[config.mk]
export PLATFORM = sky130hd
export DESIGN_NAME = uart_tx_arbiter_flat
export DESIGN_NICKNAME = d
export VERILOG_FILES = /design/src/rtl/uart_tx_arbiter_if.sv /design/src/rtl/uart_tx_arbiter.sv /design/src/flat_wrapper.sv
export SDC_FILE = /design/constraint.sdc
export NUM_CORES = 1
export LEC_CHECK = 0
export BUFFER_PORTS_ARGS = -buffer_cell sky130_fd_sc_hd__buf_4
export CAP_MARGIN = 30
export CORE_UTILIZATION = 55
export CTS_BUF_LIST = sky130_fd_sc_hd__clkbuf_16
export DETAILED_ROUTE_END_ITERATION = 8
export PLACE_DENSITY = 0.83
export SLEW_MARGIN = 40
export SYNTH_ARGS = -nofsm -noshare
export SYNTH_HDL_FRONTEND = slang
export SYNTH_SLANG_ARGS = --single-unit
[constraint.sdc]
create_clock -name clk -period 5 [get_ports clk]
set_input_delay 0.5 -clock clk [delete_from_list [all_inputs] [get_ports clk]]
set_output_delay 0.5 -clock clk [all_outputs]
set_load 0.005 [all_outputs]
[src/rtl/uart_tx_arbiter_if.sv]
// Handshake and byte bus between the two harts' IO store paths, the shared
// UART transmitter and the arbiter that sits between them.
interface uart_tx_arbiter_if;
   logic       a_wr;
   logic [7:0] a_wdata;
   logic       a_full;
   logic       a_ovf;
   logic       b_wr;
   logic [7:0] b_wdata;
   logic       b_full;
   logic       b_ovf;
   logic       tx_valid;
   logic [7:0] tx_data;
   logic       tx_ready;
   logic       tx_src;

   // Arbiter side
   modport slave (
      input  a_wr, a_wdata, b_wr, b_wdata, tx_ready,
      output a_full, a_ovf, b_full, b_ovf, tx_valid, tx_data, tx_src
   );

   // Hart / UART side
   modport master (
      output a_wr, a_wdata, b_wr, b_wdata, tx_ready,
      input  a_full, a_ovf, b_full, b_ovf, tx_valid, tx_data, tx_src
   );
endinterface

[src/rtl/uart_tx_arbiter.sv]
// Shares one UART transmitter between hart a and hart b. Each hart has a
// small byte FIFO; a round-robin arbiter (optionally holding the grant for
// a whole line) drains both into a single registered valid/ready stream.
//
// state   | meaning
// --------+-----------------------------------------------------------
// IDLE    | no lock held; round-robin between non-empty FIFOs
// LOCK_A  | hart a owns the UART until it sends 0x0A or times out
// LOCK_B  | hart b owns the UART until it sends 0x0A or times out
module uart_tx_arbiter #(
   parameter int DEPTH        = 16,
   parameter int LINE_LOCK    = 1,
   parameter int LOCK_TIMEOUT = 1024
) (
   input logic              clk,
   input logic              reset,
   uart_tx_arbiter_if.slave bus
);

   localparam int AW = $clog2(DEPTH);
   localparam int CW = AW + 1;
   localparam int TW = $clog2(LOCK_TIMEOUT) + 1;

   typedef enum logic [1:0] {
      IDLE   = 2'd0,
      LOCK_A = 2'd1,
      LOCK_B = 2'd2
   } state_t;

   // Index 0 is hart a, index 1 is hart b.
   logic [1:0]    wr;
   logic [7:0]    wdata [2];
   logic [7:0]    mem_q [2][DEPTH];
   logic [AW-1:0] wptr_q [2];
   logic [AW-1:0] rptr_q [2];
   logic [CW-1:0] cnt_q [2];
   logic [1:0]    ovf_q;
   logic [1:0]    full;
   logic [1:0]    nempty;
   logic [1:0]    push;
   logic [1:0]    pop;
   logic [7:0]    head [2];

   state_t        state_q, state_d;
   logic          pref_q, pref_d;
   logic [TW-1:0] tmo_q, tmo_d;

   logic          tx_valid_q, tx_valid_d;
   logic [7:0]    tx_data_q, tx_data_d;
   logic          tx_src_q, tx_src_d;

   logic          load_en;
   logic          grant_vld;
   logic          grant_src;
   logic          lock_x;

   assign wr       = {bus.b_wr, bus.a_wr};
   assign wdata[0] = bus.a_wdata;
   assign wdata[1] = bus.b_wdata;

   // Full/empty come from the registered count, so a write never reaches the
   // output stage in the cycle it is accepted and full lags a push by a cycle.
   always_comb begin
      for (int h = 0; h < 2; h++) begin
         full[h]   = (cnt_q[h] == CW'(DEPTH));
         nempty[h] = (cnt_q[h] != '0);
         push[h]   = wr[h] && !full[h];
         head[h]   = mem_q[h][rptr_q[h]];
      end
   end

   // FIFO pointers, occupancy and sticky overflow flags.
   always_ff @(posedge clk) begin
      if (reset) begin
         for (int h = 0; h < 2; h++) begin
            wptr_q[h] <= '0;
            rptr_q[h] <= '0;
            cnt_q[h]  <= '0;
         end
         ovf_q <= '0;
      end else begin
         for (int h = 0; h < 2; h++) begin
            if (push[h]) wptr_q[h] <= wptr_q[h] + 1'b1;
            if (pop[h])  rptr_q[h] <= rptr_q[h] + 1'b1;
            if (push[h] && !pop[h])      cnt_q[h] <= cnt_q[h] + 1'b1;
            else if (!push[h] && pop[h]) cnt_q[h] <= cnt_q[h] - 1'b1;
            if (wr[h] && full[h]) ovf_q[h] <= 1'b1;
         end
      end
   end

   // FIFO storage; contents are don't-care while the pointers are reset.
   always_ff @(posedge clk) begin
      for (int h = 0; h < 2; h++) begin
         if (push[h]) mem_q[h][wptr_q[h]] <= wdata[h];
      end
   end

   // The output register may take a new byte when empty or when its
   // current byte leaves in this very cycle.
   assign load_en = !tx_valid_q || bus.tx_ready;
   assign lock_x  = (state_q == LOCK_B);

   // Arbitration, lock tracking and output-register next state.
   always_comb begin
      state_d    = state_q;
      pref_d     = pref_q;
      tmo_d      = tmo_q;
      grant_vld  = 1'b0;
      grant_src  = 1'b0;
      pop        = '0;
      tx_valid_d = tx_valid_q;
      tx_data_d  = tx_data_q;
      tx_src_d   = tx_src_q;

      case (state_q)
         IDLE: begin
            tmo_d = '0;
            if (load_en) begin
               if (nempty[0] && nempty[1]) begin
                  grant_vld = 1'b1;
                  grant_src = pref_q;
                  pref_d    = !pref_q;
               end else if (nempty[0]) begin
                  grant_vld = 1'b1;
                  grant_src = 1'b0;
               end else if (nempty[1]) begin
                  grant_vld = 1'b1;
                  grant_src = 1'b1;
               end
               if (LINE_LOCK != 0 && grant_vld && head[grant_src] != 8'h0A) begin
                  state_d = grant_src ? LOCK_B : LOCK_A;
               end
            end
         end

         LOCK_A, LOCK_B: begin
            if (nempty[lock_x]) begin
               tmo_d = '0;
               if (load_en) begin
                  grant_vld = 1'b1;
                  grant_src = lock_x;
                  if (head[lock_x] == 8'h0A) begin
                     state_d = IDLE;
                     pref_d  = !lock_x;
                  end
               end
            end else if (tmo_q == TW'(LOCK_TIMEOUT - 1)) begin
               state_d = IDLE;
               pref_d  = !lock_x;
               tmo_d   = '0;
            end else if (tmo_q != '1) begin
               tmo_d = tmo_q + 1'b1;
            end
         end

         default: begin
            state_d = IDLE;
            tmo_d   = '0;
         end
      endcase

      pop[grant_src] = grant_vld;

      if (load_en) begin
         tx_valid_d = grant_vld;
         if (grant_vld) begin
            tx_data_d = head[grant_src];
            tx_src_d  = grant_src;
         end
      end
   end

   // Arbiter state, round-robin preference and lock timeout counter.
   always_ff @(posedge clk) begin
      if (reset) begin
         state_q <= IDLE;
         pref_q  <= 1'b0;
         tmo_q   <= '0;
      end else begin
         state_q <= state_d;
         pref_q  <= pref_d;
         tmo_q   <= tmo_d;
      end
   end

   // Output register; a reset drops whatever byte is in flight.
   always_ff @(posedge clk) begin
      if (reset) begin
         tx_valid_q <= 1'b0;
         tx_data_q  <= 8'h00;
         tx_src_q   <= 1'b0;
      end else begin
         tx_valid_q <= tx_valid_d;
         tx_data_q  <= tx_data_d;
         tx_src_q   <= tx_src_d;
      end
   end

   assign bus.a_full   = full[0];
   assign bus.b_full   = full[1];
   assign bus.a_ovf    = ovf_q[0];
   assign bus.b_ovf    = ovf_q[1];
   assign bus.tx_valid = tx_valid_q;
   assign bus.tx_data  = tx_data_q;
   assign bus.tx_src   = tx_src_q;

endmodule

[src/flat_wrapper.sv]
// flat-port wrapper written by rule: the top's interface ports become plain ports
module uart_tx_arbiter_flat 
#(
   parameter int DEPTH        = 16,
   parameter int LINE_LOCK    = 1,
   parameter int LOCK_TIMEOUT = 1024
)
  (clk, reset, bus_a_wr, bus_a_wdata, bus_b_wr, bus_b_wdata, bus_tx_ready, bus_a_full, bus_a_ovf, bus_b_full, bus_b_ovf, bus_tx_valid, bus_tx_data, bus_tx_src);
  uart_tx_arbiter_if bus_i ();
  input logic clk;
  input logic reset;
  input wire logic [$bits(bus_i.a_wr)-1:0] bus_a_wr;
  input wire logic [$bits(bus_i.a_wdata)-1:0] bus_a_wdata;
  input wire logic [$bits(bus_i.b_wr)-1:0] bus_b_wr;
  input wire logic [$bits(bus_i.b_wdata)-1:0] bus_b_wdata;
  input wire logic [$bits(bus_i.tx_ready)-1:0] bus_tx_ready;
  output wire logic [$bits(bus_i.a_full)-1:0] bus_a_full;
  output wire logic [$bits(bus_i.a_ovf)-1:0] bus_a_ovf;
  output wire logic [$bits(bus_i.b_full)-1:0] bus_b_full;
  output wire logic [$bits(bus_i.b_ovf)-1:0] bus_b_ovf;
  output wire logic [$bits(bus_i.tx_valid)-1:0] bus_tx_valid;
  output wire logic [$bits(bus_i.tx_data)-1:0] bus_tx_data;
  output wire logic [$bits(bus_i.tx_src)-1:0] bus_tx_src;
  assign bus_i.a_wr = bus_a_wr;
  assign bus_i.a_wdata = bus_a_wdata;
  assign bus_i.b_wr = bus_b_wr;
  assign bus_i.b_wdata = bus_b_wdata;
  assign bus_i.tx_ready = bus_tx_ready;
  assign bus_a_full = bus_i.a_full;
  assign bus_a_ovf = bus_i.a_ovf;
  assign bus_b_full = bus_i.b_full;
  assign bus_b_ovf = bus_i.b_ovf;
  assign bus_tx_valid = bus_i.tx_valid;
  assign bus_tx_data = bus_i.tx_data;
  assign bus_tx_src = bus_i.tx_src;
  uart_tx_arbiter #(.DEPTH(DEPTH), .LINE_LOCK(LINE_LOCK), .LOCK_TIMEOUT(LOCK_TIMEOUT)) u_core (.clk(clk), .reset(reset), .bus(bus_i));
endmodule
==> flow_summary_export.csv <==
group,metric,value,unit
global_routing,grt_pass1_vias,7069,
logic_synthesis,synth-edff-count,282,
global_routing,grt_first_pass_wirelength,40600,µm
setup_path,cp_cell_sequence,"inv_1, ha_1, nor4b_2, and2_1, o21ai_0, and2_1, buf_4, nand2_1, nor2_1, fa_1, a21o_1, a21oi_1, xnor2_1, xnor2_1, nor2_1",
cts,cts_tree,"built",
setup_path,crit_path_max_incr_delay,530,ps
setup_path,worst-endpoint-arrival,4200,ps
cts,cts_sinks,308,
logic_synthesis,ys_seq_elements,308,
cts,clk_latency,550,ps
cells_and_area,post-route-cell-area,14600,µm²
logic_synthesis,synthTopCellsByArea,"edfxtp_1, mux4_2, dfxtp_1, mux2i_1, ha_1",
timing,tightest_slew,740,ps
power_and_ir_drop,p_leak,4.95,nW
global_routing,grt_max_degree,43,
power_and_ir_drop,peakVddDrop,0.314,mV
setup_path,cp-end-kind,"register",
timing,skew,15.8,ps
setup_path,worstPathRequired,5300,ps
logic_synthesis,synth_largest_area_cell,"edfxtp_1",
timing,hold_ws,199,ps
cts,clkSlewWorstSetupHoldPaths,60,ps
cts,postCtsSetupRepairBufs,0,
logic_synthesis,avgSynthCellArea,16.4,µm²
placement,hpwl,17200,µm
cells_and_area,final_nets,879,
cells_and_area,fin_cells,1179,
die,coreArea,23400,µm²
logic_synthesis,syn_area,13100,µm²
placement,numPortBuffers,34,
logic_synthesis,netlist_instances,797,
setup_path,startpoint_type,"register",
setup_path,reg2reg_depth,15,
logic_synthesis,synth_top_cell_area_share,64.9,%
logic_synthesis,ys_warn_count,0,
placement,dp_cells,1123,
timing,hold_viol,0,
global_routing,grt_use_total,22.4,%
hold_path,worst_hold_path.endpoint,"u_core.ovf_q[1]$_SDFFE_PP0P_",
setup_path,critPathSlowestCell,"nor4b_2",
timing,setup_viol,0,
timing,relSlewSlack,50.7,%
run_status,status,"finished, final reports clean",
placement,finalWeightedCongestion,0.858,
routing,routed_wl,26300,µm
hold_path,hold_path_class,"primary input to register",
setup_path,r2r-end,"u_core.cnt_q[0][4]$_SDFFCE_PP0P_",
cells_and_area,fill_cells,1682,
setup_path,reg2reg_slack,1100,ps
placement,post_dp_cell_area,13600,µm²
routing,highest_layer,"met4",
routing,drcViolationCount,0,
cells_and_area,postLayoutCoreUtil,62.2,%
cts,clockRootBuffer,"clkbuf_16",
hold_path,hold_start,"bus_b_wr",
logic_synthesis,synth-main-ff-cell,"edfxtp_1",
cells_and_area,num_antenna_cells,0,
die,dieArea,24400,µm²
power_and_ir_drop,powerDensity,526,nW/µm²
logic_synthesis,synthArstFlopShare,0,%
flow_run,cap_violations,0,
die,row_count,56,
routing,vias,7138,
cells_and_area,drive_gt1_share,15.8,%
cells_and_area,area_delta_synth_final,11.5,%
setup_path,timing.rr.start,"u_core.cnt_q[1][0]$_DFFE_PP_",
timing,fin_crit,3900,ps
logic_synthesis,synth_nets,839,
routing,wl_met1,11100,µm
timing,setup_slack,1100,ps
timing,maxSlewViolCount,0,
die,die_w,156,µm
timing,period_share,78.0,%
routing,drtAntennaViolNets,0,
cts,cts_buffers,31,
global_routing,overflow,0,
power_and_ir_drop,total_power,7.65,mW
cts,clockBufferDepth,3,
logic_synthesis,synth_cell_types,65,
timing,finalSetupTns,0,ps
setup_path,crit_type,"register to register",
die,ioPinCount,35,
cts,cts_max_level,1,
cts,hold_buffers,0,
die,initial_core_util,55.8,%
routing,first_pass_iters,5,
die,die_height,156,µm
routing,route.met3.wl,1830,µm
routing,wl_per_cell,22.3,µm
routing,via_per_inst,6.05,
hold_path,hold_path_depth,3,
timing,rsz0062_at_grt,"no",
placement,post-place-ws,1160,ps
timing,max_clock_freq,0.256,GHz
logic_synthesis,seq_area_frac_synth,68.8,%
global_routing,antenna_found_initial,0,
routing,dr_wl_met2,12700,µm
cts,post_cts_resized,0,
setup_path,critPathMaxFanout,19,
routing,drt-initial-drc-count,590,
[layout by cell type (no fill, tap or decap), types with 5 or more instances in the layout]
master,Yosys,final
edfxtp_1,282,282
nor2_1,64,64
mux4_2,44,44
mux2i_1,38,38
buf_4,6,38
and2_1,32,32
nand2_1,32,32
clkbuf_16,0,31
inv_1,19,26
dfxtp_1,26,26
a21oi_1,21,21
ha_1,20,20
xnor2_1,14,14
nand3_1,14,14
a211oi_1,12,12
nand2b_1,11,11
a22oi_1,11,11
nor3_1,10,10
clkinv_1,0,10
o21ai_0,9,9
nor2b_1,9,9
a221oi_1,9,9
xor2_1,9,9
mux4_1,8,8
mux2_2,6,6
and4_1,5,5
[Yosys cell counts (all sizes together) (15+ instances only)]
library cell / count
clkbuf: 20
nand2: 32
nor2: 64
edfxtp: 282
dfxtp: 26
mux2i: 38
inv: 19
buf: 15
and2: 33
a21oi: 21
mux4: 52
ha: 20
[cell type report]
cell class | count | area, µm² | area share [%]
well taps | 319 | 399 | 2.74
multi-input cells | 435 | 3820 | 26.2
clock inverters | 25 | 158 | 1.08
clock buffers | 31 | 776 | 5.33
repair buffers | 42 | 343 | 2.36
flip-flops and latches | 308 | 8990 | 61.8
inverters | 19 | 71.3 | 0.490
[worst max-delay path by stage]
stage                                       endpoint  depth (start not counted)                        startpoint
floorplan           u_core.cnt_q[0][4]$_SDFFCE_PP0P_                         15      u_core.cnt_q[1][0]$_DFFE_PP_
finish              u_core.cnt_q[0][4]$_SDFFCE_PP0P_                         15      u_core.cnt_q[1][0]$_DFFE_PP_
CTS                 u_core.cnt_q[0][4]$_SDFFCE_PP0P_                         15      u_core.cnt_q[1][0]$_DFFE_PP_
detailed placement  u_core.cnt_q[0][4]$_SDFFCE_PP0P_                         12  u_core.cnt_q[0][0]$_SDFFCE_PP0P_
global route        u_core.cnt_q[0][4]$_SDFFCE_PP0P_                         15      u_core.cnt_q[1][0]$_DFFE_PP_
global placement    u_core.cnt_q[0][4]$_SDFFCE_PP0P_                         15      u_core.cnt_q[1][0]$_DFFE_PP_
[power by group]
group / internal [mW] / switching (mW)
sequential: 3.07 / 0.236
clock: 1.22 / 0.914
combinational: 1.00 / 1.22
total: 5.29 / 2.37
[cell families after synthesis]
group           synth area share [%]
buf+inv                         1.95
mux                             12.6
flops                           68.8
simple gates                    8.01
fa+ha+maj                       2.07
xor+xnor                        1.54
compound gates                  4.95
[critical path, delay by kind of cell, from the launching register on]
| family | cells | cell delay (ps) |
|---|---|---|
| flops | 1 | 450 |
| fa+ha+maj | 2 | 680 |
| buf+inv | 2 | 340 |
| compound gates | 3 | 590 |
| xor+xnor | 2 | 280 |
| simple gates | 6 | 1290 |
[metal layers]
metal	up-vias	global-route usage, %
li1	3203	-
met1	3601	32.2
met2	278	35.0
met3	56	3.61
met4	0	7.61
met5	-	0
[state kept, by name, summed over array words and instances (netlist names)]
signal,count
u_core.bus.tx_src,1
u_core.tmo_q,11
u_core.bus.tx_valid,1
u_core.wptr_q,8
u_core.rptr_q,8
u_core.state_q,2
u_core.ovf_q,2
u_core.pref_q,1
u_core.mem_q,256
u_core.bus.tx_data,8
u_core.cnt_q,10
(Power assumes the default switching activity.)
